[src/rtl/digipot_spi_ctrl.sv]
// digipot_spi_ctrl: SPI mode-0 write controller for the board's digital
// potentiometers. Shifts one DATA_W-bit word MSB-first to the device picked
// by `sel`, then holds chip select high for a guard time.
// Optional MISO read-back is built when DIGIPOT_SPI_READBACK_EN is defined.
//
// Stage p0 holds the frame state (phase, cycle counter, bit index).
// Stage p1 holds the registered bus outputs decoded from stage p0, so
// cs_n/sclk/mosi/done trail the state by one clock. busy is the exception:
// it rises in the cycle after an accepted start.
module digipot_spi_ctrl #(
  parameter int DATA_W  = 8,
  parameter int NUM_CS  = 3,
  parameter int SEL_W   = 2,
  parameter int CLK_DIV = 2
) (
  input  logic              clk,
  input  logic              rst,
  input  logic              start,
  input  logic [SEL_W-1:0]  sel,
  input  logic [DATA_W-1:0] data,
  output logic              busy,
  output logic              done,
  output logic              err,
  output logic [NUM_CS-1:0] cs_n,
  output logic              sclk,
  output logic              mosi
`ifdef DIGIPOT_SPI_READBACK_EN
  ,
  input  logic              miso,
  output logic [DATA_W-1:0] rdata
`endif
);

  localparam int CNT_W = $clog2(2*CLK_DIV+1);
  localparam int BIT_W = $clog2(DATA_W+1);
  localparam logic [CNT_W-1:0] HALF_LAST = CNT_W'(CLK_DIV-1);
  localparam logic [CNT_W-1:0] RISE      = CNT_W'(CLK_DIV);
  localparam logic [CNT_W-1:0] BIT_LAST  = CNT_W'(2*CLK_DIV-1);
  localparam logic [BIT_W-1:0] LAST_BIT  = BIT_W'(DATA_W-1);
  localparam logic [SEL_W:0]   NUM_CS_V  = (SEL_W+1)'(NUM_CS);

  typedef enum logic [2:0] {IDLE, SETUP, SHIFT, HOLD, GUARD} state_t;

  state_t             state_p0, state_nxt;
  logic [CNT_W-1:0]   cnt_p0, cnt_nxt;
  logic [BIT_W-1:0]   bidx_p0, bidx_nxt;
  logic               accept, reject, bit_end;
  logic               frame_act;
  logic [SEL_W-1:0]   sel_p0;
  logic [DATA_W-1:0]  sh_p0;
  logic [NUM_CS-1:0]  cs_nxt;

  // Next-state logic: phase sequencing and cycle/bit counting
  always_comb begin
    state_nxt = state_p0;
    cnt_nxt   = cnt_p0;
    bidx_nxt  = bidx_p0;
    accept    = 1'b0;
    reject    = 1'b0;
    bit_end   = 1'b0;
    unique case (state_p0)
      IDLE: begin
        if (start) begin
          if ({1'b0, sel} < NUM_CS_V) begin
            accept    = 1'b1;
            state_nxt = SETUP;
            cnt_nxt   = '0;
          end else begin
            reject = 1'b1;
          end
        end
      end
      SETUP: begin
        if (cnt_p0 == HALF_LAST) begin
          state_nxt = SHIFT;
          cnt_nxt   = '0;
          bidx_nxt  = '0;
        end else begin
          cnt_nxt = cnt_p0 + CNT_W'(1);
        end
      end
      SHIFT: begin
        if (cnt_p0 == BIT_LAST) begin
          bit_end = 1'b1;
          cnt_nxt = '0;
          if (bidx_p0 == LAST_BIT) state_nxt = HOLD;
          else                     bidx_nxt  = bidx_p0 + BIT_W'(1);
        end else begin
          cnt_nxt = cnt_p0 + CNT_W'(1);
        end
      end
      HOLD: begin
        if (cnt_p0 == HALF_LAST) begin
          state_nxt = GUARD;
          cnt_nxt   = '0;
        end else begin
          cnt_nxt = cnt_p0 + CNT_W'(1);
        end
      end
      GUARD: begin
        if (cnt_p0 == HALF_LAST) begin
          state_nxt = IDLE;
          cnt_nxt   = '0;
        end else begin
          cnt_nxt = cnt_p0 + CNT_W'(1);
        end
      end
      default: state_nxt = IDLE;
    endcase
  end

  assign frame_act = state_p0 inside {SETUP, SHIFT, HOLD};

  // Chip-select decode: only the latched target goes low while a frame is active
  always_comb begin
    cs_nxt = '1;
    for (int i = 0; i < NUM_CS; i++) begin
      if (frame_act && (sel_p0 == SEL_W'(i))) cs_nxt[i] = 1'b0;
    end
  end

  // Stage p0 -> p1: state register and registered bus/status outputs
  always_ff @(posedge clk or posedge rst) begin
    if (rst) begin
      state_p0 <= IDLE;
      cnt_p0   <= '0;
      bidx_p0  <= '0;
      busy     <= 1'b0;
      done     <= 1'b0;
      err      <= 1'b0;
      cs_n     <= '1;
      sclk     <= 1'b0;
      mosi     <= 1'b0;
    end else begin
      state_p0 <= state_nxt;
      cnt_p0   <= cnt_nxt;
      bidx_p0  <= bidx_nxt;
      busy     <= accept | (state_p0 != IDLE);
      done     <= (state_p0 == GUARD) && (cnt_p0 == '0);
      err      <= reject;
      cs_n     <= cs_nxt;
      sclk     <= (state_p0 == SHIFT) && (cnt_p0 >= RISE);
      mosi     <= frame_act & sh_p0[DATA_W-1];
    end
  end

  // Stage p0 datapath: latch target and word on accept, shift after each bit
  always_ff @(posedge clk) begin
    if (accept) begin
      sel_p0 <= sel;
      sh_p0  <= data;
    end else if (bit_end && (bidx_p0 != LAST_BIT)) begin
      sh_p0 <= sh_p0 << 1;
    end
  end

`ifdef DIGIPOT_SPI_READBACK_EN
  logic [DATA_W-1:0] rx_p0;

  // Stage p0 capture: sample miso on the clock edge that raises sclk
  always_ff @(posedge clk) begin
    if ((state_p0 == SHIFT) && (cnt_p0 == RISE)) rx_p0 <= {rx_p0[DATA_W-2:0], miso};
  end

  // Stage p1 read-back word: published together with done
  always_ff @(posedge clk or posedge rst) begin
    if (rst)                                          rdata <= '0;
    else if ((state_p0 == GUARD) && (cnt_p0 == '0)) rdata <= rx_p0;
  end
`endif

endmodule

[config.mk]
export PLATFORM = sky130hd
export DESIGN_NAME = digipot_spi_ctrl
export DESIGN_NICKNAME = d
export VERILOG_FILES = /design/src/rtl/digipot_spi_ctrl.sv
export SDC_FILE = /design/constraint.sdc
export NUM_CORES = 1
export LEC_CHECK = 0
export ABC_AREA = 0
export BUFFER_PORTS_ARGS = -buffer_cell sky130_fd_sc_hd__buf_2
export CAP_MARGIN = 20
export CORE_UTILIZATION = 55
export CTS_CLUSTER_SIZE = 28
export DETAILED_ROUTE_END_ITERATION = 10
export GPL_TIMING_DRIVEN = 0
export PLACE_DENSITY = 0.86
export SLEW_MARGIN = 20
export SYNTH_ARGS = -nofsm -noshare
export SYNTH_HDL_FRONTEND = slang
export SYNTH_SLANG_ARGS = --single-unit
[constraint.sdc]
create_clock -name clk -period 2 [get_ports clk]
set_input_delay 0.3 -clock clk [delete_from_list [all_inputs] [get_ports clk]]
set_output_delay 0.3 -clock clk [all_outputs]
set_load 0.01 [all_outputs]
==> out/results.tsv <==
metric	value	unit
rsz0062_at_grt	false	
syn_avg_cell_area	11.6	um^2
slew-limit-headroom	0.544	
yosysTopAreaCellShare	0.274	
max_freq	567	MHz
period_needed	1760	ps
worstRegToRegCells	7	
area_growth_syn_to_layout	13.9	%
synth-seq-cells	28	
synth_cells	118	
critical_path.startpoint_type	flop	
synthTopCellsByArea	dfrtp_1 (27%), edfxtp_1 (22%), ha_1 (7.3%), dfstp_2 (5.8%), mux2_2 (5.8%)	
final.period_utilization	0.882	
clockBufferDepth	2	
n_antenna_cell	0	
ant_nets	0	
clk_latency	330	ps
worstPathCellList	inv_1 > ha_1 > nor2b_1 > clkbuf_2 > nand2b_1 > o211ai_2 > mux2_1	
grt_pass1_wl	4170	um
fin_tns_setup	0	ps
avgRoutedWirePerCell	14.8	um
drt_pre_antenna_iters	4	
cts-root-buf	clkbuf_4	
drive_above_1_share	0.310	
cts-hold-fix-buffers	0	
grt_util_all_layers	0.217	
place_congestion	0.788	
tritoncts	built	
synth_fp_nets	139	
setup_viol	0	
netlist_area	1370	um^2
endpoint_kind	flop	
power.density	1090	nW/um^2
skew	8.72	ps
tightest_slew	683	ps
yosysTopAreaCell	dfrtp_1	
path_clk_slew	150	ps
design_area	1560	um^2
crit_fanout	8	
initial_core_util	0.602	
die_h	51.9	um
grt_pass1_vias	891	
final_common_cell	buf_2	
cts_max_level	1	
critPathKind	flop to flop	
worstHoldPathType	primary input to async pin	
required	2230	ps
fin_nets	164	
rows	17	
num_vias	948	
antenna_found_initial	0	
die_area	2690	um^2
clock-sinks	28	
ir_worst_vdd	0.562	mV
slew_viol_final	0	
run_status	completed	
power	1.70	mW
grt_max_degree	19	
wirelength	2510	um
hold_viol	0	
viasPerCell	5.58	
hpwl	1830	um
ys_seq_area_frac	0.551	
core	2280	um^2
io_buffers	20	
drv_cap	0	
placement.cell_area	1510	um^2
mostFrequentLayoutCells	buf_2 (22), dfrtp_1 (15), edfxtp_1 (10)	
num_io_pins	21	
drt_iter0_drc	32	
cpPeakStageDelay	450	ps
fp.dieW	51.9	um
drc	0	
yosysWarnings	0	
grt_overflow_total	0	
cpMaxStageDelayCell	dfrtp_1	
cts_made_buffers	3	
p_leak	0.694	nW
synth_cell_type_count	39	
arrival	1990	ps
utilization	0.686	
cells in the mapped netlist:
cell type  instances
a32oi_1            1
nor3_1             5
or4_4              1
mux2_1             1
o211ai_2           1
nand3b_1           1
and2b_1            1
ha_1               8
mux2_2             7
o221ai_1           1
and3_1             2
o41ai_1            1
o21ai_0            6
buf_2              2
a21o_1             1
a21boi_0           1
nand2b_1           5
nand3_1            8
clkbuf_2           1
dfstp_2            3
inv_1              7
or3_1              2
edfxtp_1          10
nor2b_1            1
or2_2              1
a21oi_1            1
nor3b_2            1
nor2_1             4
o21a_1             1
nor3b_1            2
xnor2_1            1
nand2_1            9
inv_2              1
o21ai_1            1
a221o_1            1
nand2_2            1
or2b_1             1
mux2i_1            1
dfrtp_1           15
worst max-delay path, delay by kind of cell, from the launching register on:
family                     cells  cell delay (ps)
AOI/OAI and AO/OA              1              130
adders and majority gates      1              140
buffers and inverters          2              330
DFF                            1              450
muxes                          1              300
and+or+nand+nor                2              330
metrics by stage:
step / hold WS [ps] / worst slack, ps / std cells
6_report: 35.9 / 235 / 170
4_1_cts: 57.6 / 122 / 170
2_1_floorplan: 236 / 457 / 118
5_1_grt: 90.1 / 70.8 / 170
3_3_place_gp: 391 / 243 / 166
3_5_place_dp: 403 / 149 / 166
final timing paths:
path	slack, ps	from	to
max reg2reg	240	cnt_p0[1]$_DFFE_PP0P_	cnt_p0[0]$_DFFE_PP0P_
min reg2reg	420	sel_p0[0]$_DFFE_PP_	cs_n[1]$_DFF_PP1_
max in group asynchronous	1530	rst	cnt_p0[1]$_DFFE_PP0P_
max	240	cnt_p0[1]$_DFFE_PP0P_	cnt_p0[0]$_DFFE_PP0P_
min	40	rst	err$_DFF_PP0_
min in group clk	160	sel[1]	sel_p0[1]$_DFFE_PP_
registers in the layout, indices dropped and copies added, names as in the netlist, 2 cells and up:
name and cells:
sh_p0 8, bidx_p0 4, cnt_p0 3, cs_n 3
state_p0 3, sel_p0 2
power by group:
group / internal, mW / switching (mW)
clock: 0.203 / 0.167
combinational: 0.244 / 0.324
sequential: 0.696 / 0.0617
total: 1.14 / 0.553
metal layers:
metal / vias up / global-route usage / share of wire / wire (um)
met2: 24 / 0.363 / 0.52 / 1310
li1: 465 / - / - / -
met4: 0 / 0.0811 / 0.015 / 38
met3: 5 / 0.0263 / 0.025 / 62
met5: - / 0 / 0 / 0
met1: 454 / 0.286 / 0.44 / 1100
cell families after synthesis:
logic type	count (synthesis)	synth area share
AOI/OAI and AO/OA	16	0.0813
xor gates and xnor gates	1	0.00639
adders and majority gates	8	0.0731
buffers and inverters	11	0.0329
DFF	28	0.551
muxes	9	0.0731
and+or+nand+nor	45	0.183
repair_timing:
action | in CTS | in global routing
setup buffers | 0 | 0
resized for setup | 0 | 1
setup endpoints to repair | 0 | 8
cell type report:
cell class | instances | area (um^2)
buffer | 3 | 15.0
clock buffer | 3 | 22.5
clock inverter | 1 | 30.0
fill | 161 | 716
inverter | 8 | 30.0
multi-input combinational | 79 | 573
sequential | 28 | 754
tap | 28 | 35.0
timing repair buffer | 20 | 100
No activity file was read; power rests on OpenSTA's default activity.
